<file path="src/rtl/aes_key_expander.sv">
// AES key schedule generator: produces one 32-bit schedule word per cycle and
// hands round keys out over a valid/ready port, oldest first.
module aes_key_expander #(
    parameter int KEY_W = 128
) (
    input  logic             clk,
    input  logic             rst_n,
    input  logic             start,
    input  logic [KEY_W-1:0] key,
    output logic             busy,
    output logic             rk_valid,
    input  logic             rk_ready,
    output logic [127:0]     rk,
    output logic [3:0]       rk_idx,
    output logic             done
);
    localparam int NK = KEY_W / 32;
    localparam int NR = NK + 6;
    localparam logic [5:0] NK6   = 6'(NK);
    localparam logic [5:0] LAST6 = 6'(4 * NR + 3);
    localparam logic [2:0] NKM1  = 3'(NK - 1);
    localparam logic [3:0] NR4   = 4'(NR);

    localparam logic [7:0] SBOX [256] = '{
        8'h63, 8'h7c, 8'h77, 8'h7b, 8'hf2, 8'h6b, 8'h6f, 8'hc5, 8'h30, 8'h01, 8'h67, 8'h2b, 8'hfe, 8'hd7, 8'hab, 8'h76,
        8'hca, 8'h82, 8'hc9, 8'h7d, 8'hfa, 8'h59, 8'h47, 8'hf0, 8'had, 8'hd4, 8'ha2, 8'haf, 8'h9c, 8'ha4, 8'h72, 8'hc0,
        8'hb7, 8'hfd, 8'h93, 8'h26, 8'h36, 8'h3f, 8'hf7, 8'hcc, 8'h34, 8'ha5, 8'he5, 8'hf1, 8'h71, 8'hd8, 8'h31, 8'h15,
        8'h04, 8'hc7, 8'h23, 8'hc3, 8'h18, 8'h96, 8'h05, 8'h9a, 8'h07, 8'h12, 8'h80, 8'he2, 8'heb, 8'h27, 8'hb2, 8'h75,
        8'h09, 8'h83, 8'h2c, 8'h1a, 8'h1b, 8'h6e, 8'h5a, 8'ha0, 8'h52, 8'h3b, 8'hd6, 8'hb3, 8'h29, 8'he3, 8'h2f, 8'h84,
        8'h53, 8'hd1, 8'h00, 8'hed, 8'h20, 8'hfc, 8'hb1, 8'h5b, 8'h6a, 8'hcb, 8'hbe, 8'h39, 8'h4a, 8'h4c, 8'h58, 8'hcf,
        8'hd0, 8'hef, 8'haa, 8'hfb, 8'h43, 8'h4d, 8'h33, 8'h85, 8'h45, 8'hf9, 8'h02, 8'h7f, 8'h50, 8'h3c, 8'h9f, 8'ha8,
        8'h51, 8'ha3, 8'h40, 8'h8f, 8'h92, 8'h9d, 8'h38, 8'hf5, 8'hbc, 8'hb6, 8'hda, 8'h21, 8'h10, 8'hff, 8'hf3, 8'hd2,
        8'hcd, 8'h0c, 8'h13, 8'hec, 8'h5f, 8'h97, 8'h44, 8'h17, 8'hc4, 8'ha7, 8'h7e, 8'h3d, 8'h64, 8'h5d, 8'h19, 8'h73,
        8'h60, 8'h81, 8'h4f, 8'hdc, 8'h22, 8'h2a, 8'h90, 8'h88, 8'h46, 8'hee, 8'hb8, 8'h14, 8'hde, 8'h5e, 8'h0b, 8'hdb,
        8'he0, 8'h32, 8'h3a, 8'h0a, 8'h49, 8'h06, 8'h24, 8'h5c, 8'hc2, 8'hd3, 8'hac, 8'h62, 8'h91, 8'h95, 8'he4, 8'h79,
        8'he7, 8'hc8, 8'h37, 8'h6d, 8'h8d, 8'hd5, 8'h4e, 8'ha9, 8'h6c, 8'h56, 8'hf4, 8'hea, 8'h65, 8'h7a, 8'hae, 8'h08,
        8'hba, 8'h78, 8'h25, 8'h2e, 8'h1c, 8'ha6, 8'hb4, 8'hc6, 8'he8, 8'hdd, 8'h74, 8'h1f, 8'h4b, 8'hbd, 8'h8b, 8'h8a,
        8'h70, 8'h3e, 8'hb5, 8'h66, 8'h48, 8'h03, 8'hf6, 8'h0e, 8'h61, 8'h35, 8'h57, 8'hb9, 8'h86, 8'hc1, 8'h1d, 8'h9e,
        8'he1, 8'hf8, 8'h98, 8'h11, 8'h69, 8'hd9, 8'h8e, 8'h94, 8'h9b, 8'h1e, 8'h87, 8'he9, 8'hce, 8'h55, 8'h28, 8'hdf,
        8'h8c, 8'ha1, 8'h89, 8'h0d, 8'hbf, 8'he6, 8'h42, 8'h68, 8'h41, 8'h99, 8'h2d, 8'h0f, 8'hb0, 8'h54, 8'hbb, 8'h16
    };

    typedef enum logic [1:0] {IDLE, GEN, DRAIN} state_t;

    state_t      state;
    logic [31:0] win [NK];
    logic [5:0]  widx;
    logic [2:0]  phase;
    logic [7:0]  rcon;
    logic [31:0] asm_w [3];
    logic [1:0]  asm_cnt;
    logic [31:0] temp, sub_in, sub_out, wnew;
    logic        step;

    function automatic logic [7:0] xtime(input logic [7:0] x);
        return {x[6:0], 1'b0} ^ (x[7] ? 8'h1b : 8'h00);
    endfunction

    // The window rotates while the key words are emitted, so after NK steps it
    // holds w[0..NK-1] in order and win[0] is always w[i-NK].
    always_comb begin
        temp    = win[NK-1];
        sub_in  = (phase == 3'd0) ? {temp[23:0], temp[31:24]} : temp;
        sub_out = {SBOX[sub_in[31:24]], SBOX[sub_in[23:16]], SBOX[sub_in[15:8]], SBOX[sub_in[7:0]]};
        if (widx < NK6)
            wnew = win[0];
        else if (phase == 3'd0)
            wnew = win[0] ^ sub_out ^ {rcon, 24'h0};
        else if (NK == 8 && phase == 3'd4)
            wnew = win[0] ^ sub_out;
        else
            wnew = win[0] ^ temp;
    end

    assign step = (state == GEN) && !(asm_cnt == 2'd3 && rk_valid && !rk_ready);

    always_ff @(posedge clk or negedge rst_n) begin
        if (!rst_n) begin
            state    <= IDLE;
            busy     <= 1'b0;
            rk_valid <= 1'b0;
            rk       <= '0;
            rk_idx   <= '0;
            done     <= 1'b0;
            rcon     <= '0;
            widx     <= '0;
            phase    <= '0;
            asm_cnt  <= '0;
            for (int unsigned k = 0; k < NK; k++) win[k] <= '0;
            for (int unsigned k = 0; k < 3; k++) asm_w[k] <= '0;
        end else begin
            done <= 1'b0;
            if (rk_valid && rk_ready)
                rk_valid <= 1'b0;
            case (state)
                IDLE: begin
                    if (start) begin
                        state   <= GEN;
                        busy    <= 1'b1;
                        rcon    <= 8'h01;
                        widx    <= '0;
                        phase   <= '0;
                        asm_cnt <= '0;
                        for (int unsigned k = 0; k < NK; k++)
                            win[k] <= key[KEY_W-1-32*k -: 32];
                    end
                end
                GEN: begin
                    if (step) begin
                        for (int unsigned k = 0; k + 1 < NK; k++) win[k] <= win[k+1];
                        win[NK-1] <= wnew;
                        widx  <= widx + 6'd1;
                        phase <= (phase == NKM1) ? 3'd0 : phase + 3'd1;
                        if (widx >= NK6 && phase == 3'd0)
                            rcon <= xtime(rcon);
                        // The fourth word bypasses the buffer straight into rk.
                        if (asm_cnt == 2'd3) begin
                            rk       <= {asm_w[0], asm_w[1], asm_w[2], wnew};
                            rk_valid <= 1'b1;
                            rk_idx   <= widx[5:2];
                            asm_cnt  <= '0;
                        end else begin
                            asm_w[asm_cnt] <= wnew;
                            asm_cnt        <= asm_cnt + 2'd1;
                        end
                        if (widx == LAST6)
                            state <= DRAIN;
                    end
                end
                DRAIN: begin
                    if (rk_valid && rk_ready && rk_idx == NR4) begin
                        state <= IDLE;
                        busy  <= 1'b0;
                        done  <= 1'b1;
                    end
                end
                default: state <= IDLE;
            endcase
        end
    end
endmodule

</file>
<file path="config.mk">
export PLATFORM = sky130hd
export DESIGN_NAME = aes_key_expander
export DESIGN_NICKNAME = d
export VERILOG_FILES = /design/src/rtl/aes_key_expander.sv
export SDC_FILE = /design/constraint.sdc
export NUM_CORES = 2
export LEC_CHECK = 0
export ABC_AREA = 1
export BUFFER_PORTS_ARGS = -buffer_cell sky130_fd_sc_hd__buf_4
export CORE_ASPECT_RATIO = 1.4
export CORE_MARGIN = 2
export CORE_UTILIZATION = 55
export CTS_CLUSTER_SIZE = 25
export DETAILED_ROUTE_END_ITERATION = 8
export MAX_ROUTING_LAYER = met4
export PLACE_DENSITY_LB_ADDON = 0.1
export SYNTH_ARGS = -nofsm -noshare
export SYNTH_HDL_FRONTEND = slang
export SYNTH_SLANG_ARGS = --single-unit
</file>
<file path="constraint.sdc">
create_clock -name clk -period 3.1 [get_ports clk]
set_input_delay 0.31 -clock clk [delete_from_list [all_inputs] [get_ports clk]]
set_output_delay 0.31 -clock clk [all_outputs]
set_load 0.005 [all_outputs]
</file>
==> reports/results.txt, run 1 <==
Run status: did not finish
Last step reached: global routing (5_1_grt)
Error message: [ERROR GRT-0232] Routing congestion too high. Check the congestion heatmap in the GUI.
Top cell type's share of synthesized area: 32.8%
Top area cells in the synthesized netlist: sky130_fd_sc_hd__dfrtp_1 33%, sky130_fd_sc_hd__nand2_1 21%, sky130_fd_sc_hd__nand3_1 20%
Number of instances in the synthesized netlist: 4,585
Post-synthesis instance area: 0.0290 sq mm
Maximum level of the CTS H-tree: 2
X dimension of the die: 198 um
Number of CTS-inserted buffers: 39
Post-synth EDFFs: 0
Most frequently used cell type in the post-synthesis netlist: sky130_fd_sc_hd__nand2_1
Proportion of synthesized chip area in sequential cells: 32.8%
Proportion of register bits with asynchronous set or reset after synthesis: 100%
Post-Synthesis Mean Instance Area: 6.32 sq um
Cell types with the highest counts after synthesis: 1,589 x sky130_fd_sc_hd__nand2_1, 1,130 x sky130_fd_sc_hd__nand3_1, 380 x sky130_fd_sc_hd__dfrtp_1
PortBufs: 266
Clock tree root buffer cell: sky130_fd_sc_hd__clkbuf_16
Maximum number of pins on one net before global-route repair: 225
Clock sinks: 380
Vertical extent of the die: 276 um
Largest area contributor in the synthesized netlist: sky130_fd_sc_hd__dfrtp_1
Number of top-level pins: 267
Last weighted congestion value of the routability-driven placer: 1.14
Number of distinct library cell variants in the gate-level netlist after synthesis: 45
Ys Warns: 0
FP Rows: 99
Global route overflow: 273
Post-Synthesis Net Count: 4,775
Top flip-flop cell by instance count after synthesis: sky130_fd_sc_hd__dfrtp_1
Clock tree buffer depth: 3
Placed wire-length estimate after detailed placement: 108,000 um
Combined global-route utilization of all metal layers: 80.0%
Placement Setup Slack: -0.446 ns
#FFs+latches synth: 380
Initial Utilization: 55.5%
## kinds of logic after synthesis
kind of cell	share of synthesized area, %
compound gates	9.49
buf+inv	9.19
xor+xnor	0.484
flops	32.8
fa+ha+maj	2.51
simple gates	45.5
mux	0.0346
## per-layer routing
layer	track usage, %	overflow
met5	-	-
met4	78.6	76
met3	66.1	33
met2	92.9	129
met1	78.7	35
## stage by stage
stage / instance area, sq um / hold slack, ns / cells
floorplan: 29000 / 0.0144 / 4585
global placement: 36400 / 0.397 / 5955
detailed placement: 36400 / 0.398 / 5955
CTS: 39000 / 0.00598 / 6050
## repair_timing
| action | 4_1_cts |
|---|---|
| cloned | 3 |
| pin swaps | 31 |
| hold endpoints to repair | 89 |
| setup endpoints to repair | 160 |
| buffers inserted | 23 |
| resized for setup | 295 |
| hold buffers | 1 |
==> run 2, diff against run 1 <==
==> config.mk (replaced) <==
export PLATFORM = sky130hd
export DESIGN_NAME = aes_key_expander
export DESIGN_NICKNAME = d
export VERILOG_FILES = /design/src/rtl/aes_key_expander.sv
export SDC_FILE = /design/constraint.sdc
export NUM_CORES = 2
export LEC_CHECK = 0
export ABC_AREA = 1
export BUFFER_PORTS_ARGS = -buffer_cell sky130_fd_sc_hd__buf_4
export CORE_MARGIN = 2
export CORE_UTILIZATION = 40
export DETAILED_ROUTE_END_ITERATION = 8
export PLACE_DENSITY_LB_ADDON = 0.15
export SYNTH_ARGS = -nofsm -noshare
export SYNTH_HDL_FRONTEND = slang
export SYNTH_SLANG_ARGS = --single-unit
==> constraint.sdc (replaced) <==
create_clock -name clk -period 4 [get_ports clk]
set_input_delay 0.4 -clock clk [delete_from_list [all_inputs] [get_ports clk]]
set_output_delay 0.4 -clock clk [all_outputs]
set_load 0.005 [all_outputs]
==> run 2 against run 1 <==
  * The run now ends clean
  * Synthesized cell count stayed put
  * Synthesized area stayed put
==> reports/results.txt, run 2 <==
Proportion of register bits with asynchronous set or reset after synthesis: 100%
Number of endpoints with negative hold slack in the final report: 0
Critical Path Source: phase[0]$_DFFE_PN0P_
Flip-flop count of the largest register after layout: 128
Met1 track demand over resource: 54.1%
Signed area change from the synthesized netlist to the final layout: 17.8%
Final worst path period share: 96.7%
HP Class: primary input to flip-flop
Registers with the most flip-flops: rk: 128 flops, asm_w: 96 flops, win: 96 flops
RSZ-0062 raised after global routing: false
Source-to-sink clock delay at the later pin of the worst-skew pair: 0.61 ns
Top flip-flop cell by instance count after synthesis: sky130_fd_sc_hd__dfrtp_1
Placed wire-length estimate after detailed placement: 108,000 um
Run status: finished clean
Maximum number of pins on one net before global-route repair: 178
Post-DR wirelength/cell: 25.2 um
Max Freq: 0.258 GHz
Fillers: 7,713
CTS tree: built
Worst Hold Depth: 3
X dimension of the die: 273 um
Number of vias in the routed layout: 34,354
Total of endpoints with negative setup slack in the final report: 0
Data arrival time of the critical path: 4.34 ns
Origin of the worst min-delay path: key[83]
Number of top-level pins: 267
Vias per inst: 5.94
Share of post-route cells with drive strength above 1: 13.7%
Most flop-heavy register: rk
Slowest cell on crit path: sky130_fd_sc_hd__nand2_1
Wirelength, routed: 146,000 um
Most frequently used cell type in the post-synthesis netlist: sky130_fd_sc_hd__nand2_1
Kind of end point of the critical path: flip-flop
Ys Warns: 0
Post-Synthesis Net Count: 4,775
Cell-by-cell listing of the critical path: inv_1, ha_1, nand2_4, buf_4, nand2_1, nand2_1, buf_4, nand2_1, nand3_1, nand3_1, nand2_1, inv_1, nand2_1, nand2_1, nand3_1, nand3_1, nand3_1, nand2_1, nand3_1, nand2_1, nand2_1
Worst-case reg-to-reg path depth: 21
Flop2flop setup slack: 0.13 ns
Crit path time final: 3.87 ns
Initial Utilization: 40.5%
Number of distinct library cell variants in the gate-level netlist after synthesis: 45
Global-route wire length before repair: 215,000 um
Number of CTS-inserted buffers: 43
Clock skew: 0.0348 ns
First-iteration detailed-routing DRC count: 4,984
Clock tree buffer depth: 3
Maximum Capacitance Violations: 0
Most frequent standard cell in the layout excluding fill and tap cells: sky130_fd_sc_hd__nand2_1
CP max stage delay: 0.49 ns
Initial DRT Pass Iterations: 7
Number of stages on the worst setup path: 21
Setup_tns: 0 ns
Startpoint types: flip-flop
Met2 Use GR: 55.6%
Crit Reg-Reg Endpoint: temp[31]$_DFFE_PN0P_
Placeable Area: 0.0716 sq mm
Vias in the first global route: 32,125
Proportion of synthesized chip area in sequential cells: 32.8%
Buf/Inv on CP: 4
Maximum level of the CTS H-tree: 2
Global route overflow: 0
Worst Tran Pin Value: 0.984 ns
WS Path Type: flip-flop to flip-flop
Clock tree root buffer cell: sky130_fd_sc_hd__clkbuf_16
Number of design rule violations left after detail routing: 0
Post-Synthesis Mean Instance Area: 6.32 sq um
Worst slew margin: 34.4%
#FFs+latches synth: 380
Top cell type's share of synthesized area: 32.8%
Reg-to-reg startpoint: phase[0]$_DFFE_PN0P_
GRT met3 Usage: 10.8%
Post-synth EDFFs: 0
PortBufs: 266
End of the worst hold path: win[83]$_DFFE_PN0P_
Cell type group with the largest total delay on the critical path: simple AND/OR/NAND/NOR gates
DIE AREA: 0.0746 sq mm
Final number of max-transition violations: 0
Antenna violations before repair: 6
CTS clock-pin slew for the worst setup and hold paths: 0.08 ns
Layer carrying the most global-route usage: met2
Largest area contributor in the synthesized netlist: sky130_fd_sc_hd__dfrtp_1
Total Nets Final: 4,991
Last weighted congestion value of the routability-driven placer: 1.05
Worst path most repeated cell: sky130_fd_sc_hd__nand2_1
FP Rows: 98
Clock sinks: 380
Cell types with the highest counts after synthesis: 1,589 x sky130_fd_sc_hd__nand2_1, 1,130 x sky130_fd_sc_hd__nand3_1, 380 x sky130_fd_sc_hd__dfrtp_1
Top area cells in the synthesized netlist: sky130_fd_sc_hd__dfrtp_1 33%, sky130_fd_sc_hd__nand2_1 21%, sky130_fd_sc_hd__nand3_1 20%
Highest net fanout along the worst path: 20
Critical Path RT: 4.47 ns
Number of routed nets with antenna violations: 0
Top library cells by usage in the layout, fill and taps aside: 1,585 x sky130_fd_sc_hd__nand2_1, 1,122 x sky130_fd_sc_hd__nand3_1, 432 x sky130_fd_sc_hd__buf_4
Vertical extent of the die: 273 um
Combined global-route utilization of all metal layers: 38.2%
Post-synthesis instance area: 0.0290 sq mm
Number of instances in the synthesized netlist: 4,585
run 2: layer usage:
metal  wire length (um)  part of all wire [%]
met1              61700                    42
met2              60700                    42
met3              17800                    12
met4               5740                   3.9
met5                 40                 0.027
run 2: worst max-delay path by stage:
stage	to
finish	temp[31]$_DFFE_PN0P_
global route	asm_w[15]$_DFFE_PN0P_
CTS	asm_w[23]$_DFFE_PN0P_
detailed placement	asm_w[84]$_DFFE_PN0P_
global placement	asm_w[84]$_DFFE_PN0P_
floorplan	temp[22]$_DFFE_PN0P_
run 2: cell families (layout without fill, tap and decap cells):
kind of cell	count (synthesis)	in the layout	share of synthesized area (%)
AO/OA/AOI/OAI	469	469	9.49
XOR/XNOR	16	16	0.484
adder cells (fa/ha/maj)	58	58	2.51
buffers and inverters	618	866	9.19
flip-flops	380	380	32.8
multiplexers	1	1	0.0346
other	0	1	0
AND/OR/NAND/NOR	3043	3043	45.5
run 2: metrics by stage:
step / cells / utilization, % / area [sq um] / hold WS (ns) / setup slack [ns]
5_1_grt: 5783 / 47.7 / 34100 / 0.0618 / 0.000965
6_report: 5784 / 47.7 / 34100 / 0.0513 / 0.131
4_1_cts: 5781 / 47.5 / 34000 / 0.0378 / 0.165
3_3_place_gp: 5703 / 45.4 / 32500 / 0.455 / 0.198
2_1_floorplan: 4585 / - / 29000 / 0.104 / 0.846
3_5_place_dp: 5703 / 45.4 / 32500 / 0.460 / 0.234
run 2: timing repair:
action | in CTS | in global routing
buffers inserted | 0 | 2
hold endpoints to repair | 103 | 0
hold buffers | 1 | 0
resized for setup | 0 | 21
endpoints found under the setup margin | 0 | 35
run 2: worst register-to-register path: cells and delay by family, from the launching register on:
kind / cells / cell delay, ns
adders and majority gates: 1 / 0.24
buffers and inverters: 4 / 0.64
DFF: 1 / 0.39
and+or+nand+nor: 16 / 2.50
run 2: cell type report:
class	count	area (sq um)	area share, %
diodes	1	2.50	0.00733
clock buffers	57	1200	3.51
clock inverters	20	282	0.825
inverters	330	1250	3.66
multi-input cells	3587	16900	49.6
flip-flops and latches	380	9510	27.9
well taps	950	1190	3.48
repair buffers	459	3760	11.0
Power of run 2 is left out: the tool's default activity adds up to more than one toggle a clock period on the data nets, which glitch-free logic cannot reach.
